**src/rtl/rv_pkg.sv**
```systemverilog
// Shared RV32I decode definitions: opcode constants, immediate-format select,
// control-bit bundle and small instruction field helpers.
package rv_pkg;

    localparam logic [6:0] OPC_OP_IMM = 7'b0010011;
    localparam logic [6:0] OPC_LOAD   = 7'b0000011;
    localparam logic [6:0] OPC_JALR   = 7'b1100111;
    localparam logic [6:0] OPC_STORE  = 7'b0100011;
    localparam logic [6:0] OPC_BRANCH = 7'b1100011;
    localparam logic [6:0] OPC_JAL    = 7'b1101111;
    localparam logic [6:0] OPC_LUI    = 7'b0110111;
    localparam logic [6:0] OPC_AUIPC  = 7'b0010111;
    localparam logic [6:0] OPC_OP     = 7'b0110011;

    typedef enum logic [2:0] {
        IMM_I     = 3'b000,
        IMM_S     = 3'b001,
        IMM_B     = 3'b010,
        IMM_J     = 3'b011,
        IMM_LUI   = 3'b100,
        IMM_AUIPC = 3'b101,
        IMM_NONE  = 3'b111
    } imm_sel_e;

    typedef enum logic {
        ST_RUN   = 1'b0,
        ST_FLUSH = 1'b1
    } id_state_e;

    typedef struct packed {
        imm_sel_e imm_sel;
        logic     rd_wren;
        logic     opb_imm;
        logic     mem_rden;
        logic     mem_wren;
        logic     br_en;
        logic     illegal;
    } ctrl_t;

    // Control word of an empty slot: nothing enabled, no immediate.
    function automatic ctrl_t ctrl_idle();
        ctrl_t c;
        c         = '0;
        c.imm_sel = IMM_NONE;
        return c;
    endfunction

    function automatic logic [4:0] inst_rd(input logic [31:0] inst);
        return inst[11:7];
    endfunction

    function automatic logic [4:0] inst_rs1(input logic [31:0] inst);
        return inst[19:15];
    endfunction

    function automatic logic [4:0] inst_rs2(input logic [31:0] inst);
        return inst[24:20];
    endfunction

endpackage

```
**src/rtl/id_decode.sv**
```systemverilog
// Pure combinational opcode decoder: opcode -> control bundle plus which
// source registers the instruction actually reads (used for load-use checks).
module id_decode
    import rv_pkg::*;
(
    input  logic [6:0] opcode,
    output ctrl_t      ctrl,
    output logic       rs1_used,
    output logic       rs2_used
);

    // Opcode table. opb_imm marks formats whose ALU operand B is the
    // immediate; branches keep rs2 on operand B for the compare.
    always_comb begin
        ctrl     = ctrl_idle();
        rs1_used = 1'b1;
        rs2_used = 1'b0;
        unique case (opcode)
            OPC_OP_IMM: begin
                ctrl.imm_sel = IMM_I;
                ctrl.rd_wren = 1'b1;
                ctrl.opb_imm = 1'b1;
            end
            OPC_LOAD: begin
                ctrl.imm_sel  = IMM_I;
                ctrl.rd_wren  = 1'b1;
                ctrl.opb_imm  = 1'b1;
                ctrl.mem_rden = 1'b1;
            end
            OPC_JALR: begin
                ctrl.imm_sel = IMM_I;
                ctrl.rd_wren = 1'b1;
                ctrl.opb_imm = 1'b1;
                ctrl.br_en   = 1'b1;
            end
            OPC_STORE: begin
                ctrl.imm_sel  = IMM_S;
                ctrl.opb_imm  = 1'b1;
                ctrl.mem_wren = 1'b1;
                rs2_used      = 1'b1;
            end
            OPC_BRANCH: begin
                ctrl.imm_sel = IMM_B;
                ctrl.br_en   = 1'b1;
                rs2_used     = 1'b1;
            end
            OPC_JAL: begin
                ctrl.imm_sel = IMM_J;
                ctrl.rd_wren = 1'b1;
                ctrl.opb_imm = 1'b1;
                ctrl.br_en   = 1'b1;
                rs1_used     = 1'b0;
            end
            OPC_LUI: begin
                ctrl.imm_sel = IMM_LUI;
                ctrl.rd_wren = 1'b1;
                ctrl.opb_imm = 1'b1;
                rs1_used     = 1'b0;
            end
            OPC_AUIPC: begin
                ctrl.imm_sel = IMM_AUIPC;
                ctrl.rd_wren = 1'b1;
                ctrl.opb_imm = 1'b1;
                rs1_used     = 1'b0;
            end
            OPC_OP: begin
                ctrl.rd_wren = 1'b1;
                rs2_used     = 1'b1;
            end
            default: begin
                ctrl.illegal = 1'b1;
            end
        endcase
    end

endmodule

```
**src/rtl/id_ctrl.sv**
```systemverilog
// Decode-stage controller: decodes the IF beat, registers it into the ID/EX
// slot, inserts one bubble on a load-use hazard and discards FLUSH_LAT beats
// after a branch flush.
// Optional build macro ID_PERF_CNT_EN adds bubble / flush event counters.
module id_ctrl
    import rv_pkg::*;
#(
    parameter int unsigned FLUSH_LAT = 1
) (
    input  logic        i_clk,
    input  logic        i_rst_n,
    input  logic        i_if_valid,
    output logic        o_if_ready,
    input  logic [31:0] i_if_inst,
    input  logic [31:0] i_if_pc,
    input  logic        i_ex_ready,
    input  logic        i_flush,
    output logic        o_ex_valid,
    output logic [31:0] o_ex_inst,
    output logic [31:0] o_ex_pc,
    output logic [2:0]  o_imm_sel,
    output logic        o_rd_wren,
    output logic        o_opb_imm,
    output logic        o_mem_rden,
    output logic        o_mem_wren,
    output logic        o_br_en,
    output logic        o_illegal
`ifdef ID_PERF_CNT_EN
    ,
    output logic [31:0] o_bubble_cnt,
    output logic [31:0] o_flush_cnt
`endif
);

    localparam logic [2:0] FLUSH_LOAD = 3'(FLUSH_LAT);

    id_state_e   state_reg, state_next;
    logic [2:0]  drop_cnt_reg, drop_cnt_next;

    logic        slot_valid_reg, slot_valid_next;
    logic [31:0] slot_inst_reg, slot_inst_next;
    logic [31:0] slot_pc_reg, slot_pc_next;
    ctrl_t       slot_ctrl_reg, slot_ctrl_next;

    ctrl_t       dec_ctrl;
    ctrl_t       beat_ctrl;
    logic        dec_rs1_used, dec_rs2_used;
    logic [4:0]  slot_rd;
    logic        adv, hazard;
    logic        if_ready_int, load_beat, bubble;

    id_decode u_decode (
        .opcode   (i_if_inst[6:0]),
        .ctrl     (dec_ctrl),
        .rs1_used (dec_rs1_used),
        .rs2_used (dec_rs2_used)
    );

    // Writes to x0 are architecturally discarded, so never request them.
    always_comb begin
        beat_ctrl = dec_ctrl;
        if (inst_rd(i_if_inst) == 5'd0) begin
            beat_ctrl.rd_wren = 1'b0;
        end
    end

    assign slot_rd = inst_rd(slot_inst_reg);
    assign adv     = !slot_valid_reg || i_ex_ready;
    // A load sitting in the slot whose result the incoming beat reads.
    assign hazard  = slot_valid_reg && slot_ctrl_reg.mem_rden && (slot_rd != 5'd0) &&
                     ((dec_rs1_used && (inst_rs1(i_if_inst) == slot_rd)) ||
                      (dec_rs2_used && (inst_rs2(i_if_inst) == slot_rd)));

    // FSM state and drop-window counter.
    always_ff @(posedge i_clk or negedge i_rst_n) begin
        if (!i_rst_n) begin
            state_reg    <= ST_RUN;
            drop_cnt_reg <= 3'd0;
        end else begin
            state_reg    <= state_next;
            drop_cnt_reg <= drop_cnt_next;
        end
    end

    // Next state: a flush always (re)opens the drop window.
    always_comb begin
        state_next    = state_reg;
        drop_cnt_next = drop_cnt_reg;
        if (i_flush) begin
            state_next    = ST_FLUSH;
            drop_cnt_next = FLUSH_LOAD;
        end else begin
            case (state_reg)
                ST_RUN: begin
                    state_next = ST_RUN;
                end
                ST_FLUSH: begin
                    drop_cnt_next = drop_cnt_reg - 3'd1;
                    if (drop_cnt_reg == 3'd1) begin
                        state_next = ST_RUN;
                    end
                end
                default: begin
                    state_next = ST_RUN;
                end
            endcase
        end
    end

    // FSM outputs. The beat presented in the flush cycle is wrong-path, so it
    // is consumed and discarded just like the beats in the drop window.
    always_comb begin
        if_ready_int = 1'b0;
        load_beat    = 1'b0;
        bubble       = 1'b0;
        case (state_reg)
            ST_RUN: begin
                if (i_flush) begin
                    if_ready_int = 1'b1;
                end else begin
                    if_ready_int = adv && !hazard;
                    load_beat    = i_if_valid && adv && !hazard;
                    bubble       = i_if_valid && adv && hazard;
                end
            end
            ST_FLUSH: begin
                if_ready_int = 1'b1;
            end
            default: begin
                if_ready_int = 1'b0;
            end
        endcase
    end

    assign o_if_ready = i_rst_n && if_ready_int;

    // Slot update: load the accepted beat, otherwise empty out whenever the
    // slot drains or a flush/drop is in progress; hold while EX stalls.
    always_comb begin
        slot_valid_next = slot_valid_reg;
        slot_inst_next  = slot_inst_reg;
        slot_pc_next    = slot_pc_reg;
        slot_ctrl_next  = slot_ctrl_reg;
        if (load_beat) begin
            slot_valid_next = 1'b1;
            slot_inst_next  = i_if_inst;
            slot_pc_next    = i_if_pc;
            slot_ctrl_next  = beat_ctrl;
        end else if (i_flush || (state_reg == ST_FLUSH) || adv) begin
            slot_valid_next = 1'b0;
            slot_inst_next  = 32'd0;
            slot_pc_next    = 32'd0;
            slot_ctrl_next  = ctrl_idle();
        end
    end

    // ID/EX slot register.
    always_ff @(posedge i_clk or negedge i_rst_n) begin
        if (!i_rst_n) begin
            slot_valid_reg <= 1'b0;
            slot_inst_reg  <= 32'd0;
            slot_pc_reg    <= 32'd0;
            slot_ctrl_reg  <= ctrl_idle();
        end else begin
            slot_valid_reg <= slot_valid_next;
            slot_inst_reg  <= slot_inst_next;
            slot_pc_reg    <= slot_pc_next;
            slot_ctrl_reg  <= slot_ctrl_next;
        end
    end

    assign o_ex_valid = slot_valid_reg;
    assign o_ex_inst  = slot_inst_reg;
    assign o_ex_pc    = slot_pc_reg;
    assign o_imm_sel  = slot_ctrl_reg.imm_sel;
    assign o_rd_wren  = slot_ctrl_reg.rd_wren;
    assign o_opb_imm  = slot_ctrl_reg.opb_imm;
    assign o_mem_rden = slot_ctrl_reg.mem_rden;
    assign o_mem_wren = slot_ctrl_reg.mem_wren;
    assign o_br_en    = slot_ctrl_reg.br_en;
    assign o_illegal  = slot_ctrl_reg.illegal;

`ifdef ID_PERF_CNT_EN
    logic [31:0] bubble_cnt_reg;
    logic [31:0] flush_evt_reg;

    // Event counters, free-running with natural 32-bit wrap.
    always_ff @(posedge i_clk or negedge i_rst_n) begin
        if (!i_rst_n) begin
            bubble_cnt_reg <= 32'd0;
            flush_evt_reg  <= 32'd0;
        end else begin
            if (bubble) begin
                bubble_cnt_reg <= bubble_cnt_reg + 32'd1;
            end
            if (i_flush) begin
                flush_evt_reg <= flush_evt_reg + 32'd1;
            end
        end
    end

    assign o_bubble_cnt = bubble_cnt_reg;
    assign o_flush_cnt  = flush_evt_reg;
`else
    logic unused_bubble;
    assign unused_bubble = bubble;
`endif

endmodule

```
**config.mk**
```make
export PLATFORM = sky130hd
export DESIGN_NAME = id_ctrl
export DESIGN_NICKNAME = d
export VERILOG_FILES = /design/src/rtl/rv_pkg.sv /design/src/rtl/id_decode.sv /design/src/rtl/id_ctrl.sv
export SDC_FILE = /design/constraint.sdc
export NUM_CORES = 1
export LEC_CHECK = 0
export ABC_AREA = 1
export BUFFER_PORTS_ARGS = -buffer_cell sky130_fd_sc_hd__buf_2
export CAP_MARGIN = 5
export CORE_ASPECT_RATIO = 0.6
export CORE_MARGIN = 3
export CORE_UTILIZATION = 40
export DETAILED_ROUTE_END_ITERATION = 12
export GPL_ROUTABILITY_DRIVEN = 0
export HOLD_SLACK_MARGIN = 0.15
export PLACE_DENSITY = 0.73
export SYNTH_ARGS = -nofsm -noshare
export SYNTH_HDL_FRONTEND = slang
export SYNTH_SLANG_ARGS = --single-unit
```
**constraint.sdc**
```tcl
create_clock -name i_clk -period 1.65 [get_ports i_clk]
set_clock_uncertainty 0.15 [all_clocks]
set_input_delay 0.165 -clock i_clk [delete_from_list [all_inputs] [get_ports i_clk]]
set_output_delay 0.165 -clock i_clk [all_outputs]
set_load 0.005 [all_outputs]
```
* Word level (Yosys, flattened, before mapping)
Index checks and enable logic that the tools add are counted.
** Cells by class
- $add $sub $neg :: 1
- Multiply operators :: 0
- Divide/modulo/power cells :: 0
- Magnitude comparators :: 0
- Eq/ne operators :: 12
- Shifts and indexed selects :: 0
- Muxes and demuxes :: 26
- Bitwise logic cells :: 1
- Reductions and logical operators :: 26
** Operators by type and width (count)
- 2-to-1 mux 32 bit :: 3
- equality test 7 x 6 -> 1 bit (second input constant) :: 3
- equality test 7 bit (second input constant) :: 3
- 2-to-1 mux 9 bit :: 2
- one-hot mux 3 bit (6 select lines) :: 1
- 2-to-1 mux 1 bit :: 16
- equality test 7 x 5 -> 1 bit (second input constant) :: 2
- OR reduction 7 bit :: 2
- OR reduction 3 bit :: 4
- equality test 5 bit :: 2
- logical AND 1 bit :: 9
- OR reduction 9 bit :: 1
- equality test 7 x 2 -> 1 bit (second input constant) :: 1
- 2-to-1 mux 3 bit :: 2
- logical NOT 5 bit :: 1
- nonzero test 5 bit :: 1
- logical OR 1 bit :: 4
- one-hot mux 1 bit (2 select lines) :: 2
- nonzero test 2 bit :: 2
- equality test 3 x 1 -> 1 bit (second input constant) :: 1
- subtractor 3 x 1 -> 3 bit (second input constant) :: 1
- logical NOT 1 bit :: 2
- inverter 1 bit :: 1
** Word-level totals
- Flip-flop bits (word level) :: 78
- Latch bits :: 0
- RAM bits :: 0
- Bits in read-only memories :: 0
- Logic and storage cells :: 78
- Memories kept :: 0

* Logic depth before layout (Yosys ltp)
Gate-level depths: netlist (run 1).
- Word-level depth :: 11
- Depth in mapped cells :: 13
- Mapped depth without buffers :: 12

* By module
A second synthesis (run 1) with hierarchy kept.
** Unflattened totals
- Cell total of the unflattened synthesis :: 442
- Area, all modules :: 3868.7 um^2
** By module, submodules not included
- id_ctrl :: instances 1, cells each 391, area an instance 3629.7 um^2, seq. area each 1955.6 um^2
- id_decode :: instances 1, cells each 51, area an instance 239.0 um^2, seq. area each 0.0 um^2

* Worst setup path before layout (run 1)
Ideal clock, no wire load.
- Path type :: reg2reg
- Start :: register state_reg
- End :: register slot_inst_reg[24], in the netlist o_ex_inst[24]
- Arrival time :: 1406 ps
- Data required time :: 1426 ps
- Setup slack :: 20 ps
- Stages on the path, launching flop included :: 8
- Path buffers :: 2
- Period minus slack after synthesis :: 1630 ps
- Path through :: dfrtp_1 -> nor2_2 -> inv_1 -> nor2_1 -> nand3_4 -> buf_6 -> buf_6 -> o21ai_2
** On the way
- Longest elaborated chain between the ends :: 3
- Elaborated cells between the ends (all ways) :: 5
- Classes of those cells :: mux: 2; reduce/logical: 3
** Ends and longest elaborated chain
- start: declaration :: RTL line id_ctrl.sv:37 : id_state_e state_reg, state_next;
- start signal: assignment :: RTL line id_ctrl.sv:80 : state_reg <= state_next;
- logical OR 1 bit (2 in a row) :: RTL line id_ctrl.sv:149 : end else if (i_flush || (state_reg == ST_FLUSH) || adv) begin
- nonzero test 2 bit (no source line)
- end signal: assignment :: RTL line id_ctrl.sv:166 : slot_inst_reg <= slot_inst_next;
- end: declaration :: RTL line id_ctrl.sv:41 : logic [31:0] slot_inst_reg, slot_inst_next;
Parallel ways exist; a longest one is shown, timed or not.
A chain may end at the register's enable or synchronous reset.

* Final worst setup path (run 1)
- Start :: register slot_inst_reg[10], in the netlist o_ex_inst[10]
- End :: output o_if_ready
** On the way
- Longest elaborated chain between the ends :: 9
- Elaborated cells between the ends (all ways) :: 13
- Classes of those cells :: eq/ne: 2; mux: 2; reduce/logical: 9
** Ends and longest elaborated chain
- equality test 5 bit, on equally long branches :: RTL line id_ctrl.sv:71, id_ctrl.sv:72
- logical AND 1 bit, on equally long branches :: RTL line id_ctrl.sv:71, id_ctrl.sv:72
- logical OR 1 bit :: RTL line id_ctrl.sv:71 : ((dec_rs1_used && (inst_rs1(i_if_inst) == slot_rd)) ||
- logical AND 1 bit * :: RTL line id_ctrl.sv:70 : assign hazard = slot_valid_reg && slot_ctrl_reg.mem_rden && (slot_rd != 5'd0) &&
- logical NOT 1 bit * :: RTL line id_ctrl.sv:121 : if_ready_int = adv && !hazard;
- logical AND 1 bit * :: RTL line id_ctrl.sv:121
- 2-to-1 mux 1 bit * :: RTL line id_ctrl.sv:118 : if (i_flush) begin
- one-hot mux 1 bit (2 select lines) * :: RTL line id_ctrl.sv:116 : case (state_reg)
- logical AND 1 bit * :: RTL line id_ctrl.sv:135 : assign o_if_ready = i_rst_n && if_ready_int;
- end: declaration :: RTL line id_ctrl.sv:13 : output logic o_if_ready,
Mark *: on every way between the ends. The rest lies on a longest branch, timed or not.

==> reports/metrics.cfg, run 1 <==
[layout]
drive_above_1_share_pct=37.7
syn_to_final_growth_pct=64.3
nets=728
antenna_cells=0
final_area_sq_um=5820
fin_cells=768

[die]
die_area_sq_um=10100
die_w_microns=128
start_util_pct=43.1
core-area_sq_um=8230
rows=25
ios=144
die_h_microns=78.9

[setup_path]
timing.rr.start=o_ex_inst[10]
crit_type=reg -> out
worstPathRequired_ps=1330
rrSetupSlack_ps=-280
reg2reg_to=o_ex_pc[10]
r2r.worst_path.cells=12
endpoint_kind=primary output
path_max_fanout=5
cp.arrival_ps=1630
startpoint_type=flop

[sta]
tightest_slew_ps=407
setup_viol=71
relSlewSlack_pct=72.9
period_share_pct=118
drv_slew=0
max_freq_mhz=515
fin_ws_ps=-291
setup_tns_ps=-16660
hold_violations=0
rsz0062_at_grt=yes
min_period_ps=1940

[synth]
yosysTopAreaCell=dfrtp_1
synth_nets=488
netlist_top_cells_area=dfrtp_1, nand2_1, o21ai_0
syn_area_sq_um=3540
seq_area_frac_synth_pct=55.2
ys_ff_latch=78
yosys_warnings=0
synth_top_area_share_pct=53.0
synth_cell_type_count=29
synth_area_per_cell_sq_um=8.50
synthCells=417

[drt]
avgRoutedWirePerCell_microns=14.9
drt-pass1-iter-count=5
vias=3739
drt_iter0_drc=178
antenna_left=0
vias_per_cell=4.87
drc=0
wl_microns=11400

[min_path]
min_from=i_flush
holdPathEnd=state_reg
hold_path_depth=4
hp-class=in -> reg

[cts]
cts_tree=yes
cts_buffers=9
clk_pin_slew_worst_paths_ps=50
worstSkewPairLatency_ps=330
cts_buffer_depth=2
htree_levels=3
clkSinkCount=78
cts-root-buf=clkbuf_16

[pwr]
peakVddDrop_uv=592
power_mw=5.68
p_leak_nw=3.23
power.density_nw_per_um2=977

[placed_design]
placed_cell_area_sq_um=4520
io_buffers=143
dp_hpwl_microns=6950
dp.cells=674
dp_slack_ps=-137

[grt]
grt-ovfl-total=0
grt_pass1_wl_microns=18300
grt_usage_pct=23.0
grt_max_degree=79
antenna_found_initial=0
grt_pass1_vias=3742

[outcome]
status=finished, violations left
violations=negative setup slack

[job]
cap_viol_max_count=0

-- layer usage --
metal,vias up,wire length (microns),track usage (%)
li1,1776,-,-
met1,1787,4950,29.2
met2,162,5460,37.5
met3,14,845,7.06
met4,0,169,7.92
met5,-,0,0
-- how the worst max path moves through the flow --
stage	from	cells after the start	endpoint
2_1_floorplan	state_reg	7	o_ex_inst[24]
3_3_place_gp	i_if_inst[6]	12	o_ex_pc[14]
3_5_place_dp	i_if_inst[6]	12	o_ex_pc[29]
4_1_cts	o_ex_inst[9]	9	o_if_ready
5_1_grt	o_ex_inst[10]	11	o_if_ready
6_report	o_ex_inst[10]	11	o_if_ready
-- synth_stat cells --
| cell | number |
|---|---|
| nor2_1 | 23 |
| o31ai_1 | 1 |
| a21boi_0 | 1 |
| or2_0 | 2 |
| clkbuf_1 | 5 |
| a21oi_1 | 3 |
| dfstp_2 | 3 |
| o21ai_0 | 63 |
| o32ai_1 | 1 |
| nand3_2 | 2 |
| xnor2_1 | 2 |
| xor2_1 | 5 |
| nor2_2 | 1 |
| inv_2 | 4 |
| o211ai_1 | 1 |
| a31oi_1 | 1 |
| nand2_2 | 4 |
| nand3_1 | 11 |
| buf_2 | 7 |
| inv_1 | 76 |
| nand2_1 | 103 |
| nand4_1 | 6 |
| nand3_4 | 1 |
| nand2_4 | 1 |
| buf_6 | 2 |
| o21ai_2 | 10 |
| ha_1 | 2 |
| nor2_4 | 1 |
| dfrtp_1 | 75 |
-- worst max-delay path: stages (launching register included) --
cell,delay (ps)
dfrtp_2,440
inv_2,70
nand2_2,50
nand2_2,70
nand3_2,70
nor2_2,110
nand3_1,80
nand2_2,100
nand2_4,70
nand2_4,60
a21boi_2,50
buf_2,120
-- through the flow --
| stage | utilization, % | hold slack (ps) |
|---|---|---|
| 6_report | 70.8 | 150 |
| 5_1_grt | 70.8 | 170 |
| 4_1_cts | 69.3 | 175 |
| 3_5_place_dp | 54.9 | 124 |
| 3_3_place_gp | 54.9 | 112 |
| 2_1_floorplan | - | -281 |
-- power breakdown --
| group | switching, mW | internal [mW] |
|---|---|---|
| Combinational | 0.550 | 0.536 |
| Sequential | 0.119 | 2.10 |
| Clock | 0.727 | 1.65 |
-- cell type report --
type | count | area (sq um)
inverter | 80 | 300
sequential | 78 | 1960
clock buffer | 10 | 239
multi-input combinational | 245 | 1330
clock inverter | 4 | 120
tap | 108 | 135
fill | 607 | 2410
timing repair buffer | 243 | 1740
-- logic make-up (layout without fill, tap and decap cells) --
logic type      count (synthesis)  in the layout  synth area share (%)
simple gates                  155            155                  18.9
buf+inv                        94            337                  10.6
compound gates                 81             81                  12.9
flops                          78             78                  55.2
xor+xnor                        7              7                  1.73
fa+ha+maj                       2              2                 0.706
-- placed cells by master, fill, tap and decap left out, types with 2 or more instances in the layout --
cell / count
nor2_4: 2
o21ai_1: 45
ha_1: 2
buf_12: 4
o21ai_2: 24
nand4_1: 6
buf_6: 2
a21oi_1: 3
dlygate4sd3_1: 71
nor2_1: 19
buf_4: 22
inv_1: 72
nand3_1: 8
clkbuf_16: 10
xnor2_1: 2
o21ai_0: 3
dfrtp_1: 71
nand3_2: 5
dfrtp_2: 4
dfstp_2: 3
inv_2: 8
nand2_4: 2
buf_2: 141
nand2_1: 98
xor2_1: 5
nand2_2: 8
or2_0: 2
buf_8: 2
nor2_2: 4
bufinv_16: 4
-- timing repair --
action,CTS,global route
pin swaps,8,14
hold buffers,70,2
endpoints found under the hold margin,151,4
setup endpoints to repair,70,75
resized for setup,44,66
setup buffers,6,4
cloned,2,1
No activity file was read; power rests on OpenSTA's default activity.
==> run 2, diff against run 1 <==
--- a/config.mk
+++ b/config.mk
@@ -8,13 +8,15 @@
 export ABC_AREA = 1
 export BUFFER_PORTS_ARGS = -buffer_cell sky130_fd_sc_hd__buf_2
 export CAP_MARGIN = 5
+export CELL_PAD_IN_SITES_DETAIL_PLACEMENT = 0
+export CELL_PAD_IN_SITES_GLOBAL_PLACEMENT = 1
 export CORE_ASPECT_RATIO = 0.6
 export CORE_MARGIN = 3
-export CORE_UTILIZATION = 40
+export CORE_UTILIZATION = 31
 export DETAILED_ROUTE_END_ITERATION = 12
 export GPL_ROUTABILITY_DRIVEN = 0
 export HOLD_SLACK_MARGIN = 0.15
-export PLACE_DENSITY = 0.73
+export PLACE_DENSITY = 0.78
 export SYNTH_ARGS = -nofsm -noshare
 export SYNTH_HDL_FRONTEND = slang
 export SYNTH_SLANG_ARGS = --single-unit
==> run 2 against run 1 <==
Against the previous run: the flow still finishes with violations (negative setup slack); non-clock buffer count down 8; die area up 27%; clock power down 21%; clock-buffer cell count up 4; via count down 7.1%; critical path type unchanged; largest cell class unchanged; highest routed layer is now met5.
==> reports/metrics.cfg, run 2 (synthesized netlist as in run 1, its figures left out) <==
[outcome]
status=finished, violations left
violations=negative setup slack

[die]
rows=29  ; +16%
start_util_pct=32.7  ; -10 points
die_area_sq_um=12800  ; +27%
die_w_microns=144  ; +13%
core-area_sq_um=10800  ; +32%
die_h_microns=88.8  ; +13%
ios=144  ; unchanged

[layout]
final_cell_mix=buf_2, nand2_1, inv_1
final_area_sq_um=5640  ; -3.1%
nets=720  ; -1.1%
syn_to_final_growth_pct=59.2
drive_above_1_share_pct=34.1  ; -3.6 points
final_common_cell=buf_2
final_util_pct=52.0  ; -19 points
ff_latch_area_sq_um=1960  ; unchanged
antenna_cells=0  ; unchanged
nFillCells=1020  ; +68%
fin_cells=793  ; +3.3%
multi_input_area_sq_um=1250  ; -5.7%

[sta]
tightest_slew_ps=425  ; +17.6 ps
setup_tns_ps=-12810  ; +3850 ps
max_freq_mhz=527  ; +2.3%
min_period_ps=1900  ; -43.2 ps
rsz0062_at_grt=yes
hold_ws_ps=163  ; +12.4 ps
fin_ws_ps=-247  ; +43.2 ps
setup_viol=71  ; unchanged
relSlewSlack_pct=71.7  ; -1.2 points
drv_slew=0  ; unchanged
period_share_pct=115  ; -2.6 points
hold_violations=0  ; unchanged

[job]
cap_viol_max_count=0  ; unchanged

[cts]
clk_pin_slew_worst_paths_ps=60  ; about the same
worstSkewPairLatency_ps=330  ; about the same
clkSinkCount=78  ; unchanged
cts-root-buf=clkbuf_16
htree_levels=3  ; unchanged
cts_buffers=9  ; unchanged
cts_tree=yes
cts_buffer_depth=2  ; unchanged

[setup_path]
path_max_fanout=5  ; unchanged
startpoint_type=flop
cp-startpoint=o_ex_inst[10]
crit_type=reg -> out
cp.arrival_ps=1580  ; -50 ps
timing.rr.start=o_ex_inst[10]
endpoint_kind=primary output
worstPathRequired_ps=1330  ; about the same

[pwr]
power_mw=5.10  ; -10%
peakVddDrop_uv=518  ; -12%
p_leak_nw=3.12  ; -3.3%
power.density_nw_per_um2=903  ; -7.5%

[placed_design]
dp_slack_ps=-173  ; -35.7 ps
placed_cell_area_sq_um=4550  ; +0.80%
dp.cells=703  ; +4.3%
dp_hpwl_microns=7020  ; +1.1%
io_buffers=143  ; unchanged

[min_path]
hp-class=in -> reg
min_from=i_if_inst[6]

[grt]
grt_pass1_wl_microns=16600  ; -9.1%
grt_usage_pct=16.7  ; -6.3 points
grt_pass1_vias=3521  ; -5.9%
grt-ovfl-total=0  ; unchanged
antenna_found_initial=1  ; +1
grt_max_degree=79  ; unchanged

[drt]
drt-pass1-iter-count=4  ; -1
wl_microns=10500  ; -8.1%
antenna_left=0  ; unchanged
drc=0  ; unchanged
avgRoutedWirePerCell_microns=13.2  ; -11%
vias_per_cell=4.38  ; -10%
vias=3473  ; -7.1%
drt_iter0_drc=110  ; -38%

==> run 2: changes by cell type in the layout (fill, tap and decap cells not counted), sizes merged <==
cell / previous run / this run
buf: 171 / 166
bufinv: 4 / 0
clkbuf: 11 / 15
dlygate4sd3: 71 / 68
clkinvlp: 0 / 2
==> run 2: worst max-delay path: stages (launching register included) <==
cell and delay [ps]:
dfrtp_2 450, inv_2 80, nand2_2 40, nand2_1 60, nand3_1 60, nor2_1 100
nand3_1 90, nand2_2 90, nand2_4 50, nand2_2 60, a21boi_2 60, buf_2 120
==> run 2: final timing paths <==
check | end | slack (ps) | depth (start not counted)
worst max-delay path | o_if_ready | -250 | 11
worst min-delay path | o_mem_wren | 160 | 5
worst max register to register | o_ex_pc[3] | -220 | 12
worst min register to register | o_ex_inst[26] | 320 | 2
max in group asynchronous | o_imm_sel[0] | 680 | 3
min in group asynchronous | o_ex_pc[31] | 310 | 3
==> run 2: report_power, final <==
group / internal, mW / total, mW / switching (mW)
clock: 1.14 / 1.88 / 0.737
sequential: 2.10 / 2.22 / 0.118
combinational: 0.495 / 1.00 / 0.506
==> run 2: layout make-up <==
class	instances	share of cell area, %
Clock inverter	2	0.266
Inverter	80	5.32
Multi-Input combinational cell	245	22.2
Sequential cell	78	34.8
Clock buffer	14	4.86
Tap cell	139	3.08
Timing Repair Buffer	235	29.5
==> run 2: what timing repair did <==
| action | in CTS | in global routing |
|---|---|---|
| endpoints found under the hold margin | 150 | 0 |
| cloned | 1 | 1 |
| resized for setup | 35 | 28 |
| pin swaps | 6 | 7 |
| setup endpoints to repair | 71 | 75 |
| hold buffers | 68 | 0 |
| buffers inserted | 4 | 0 |
==> run 2: metal layers <==
layer | vias up | global-route usage (%) | wire, microns
li1 | 1756 | - | -
met1 | 1598 | 21.2 | 4870
met2 | 111 | 27.8 | 4830
met3 | 6 | 5.40 | 732
met4 | 2 | 4.10 | 47
met5 | - | 0 | 13
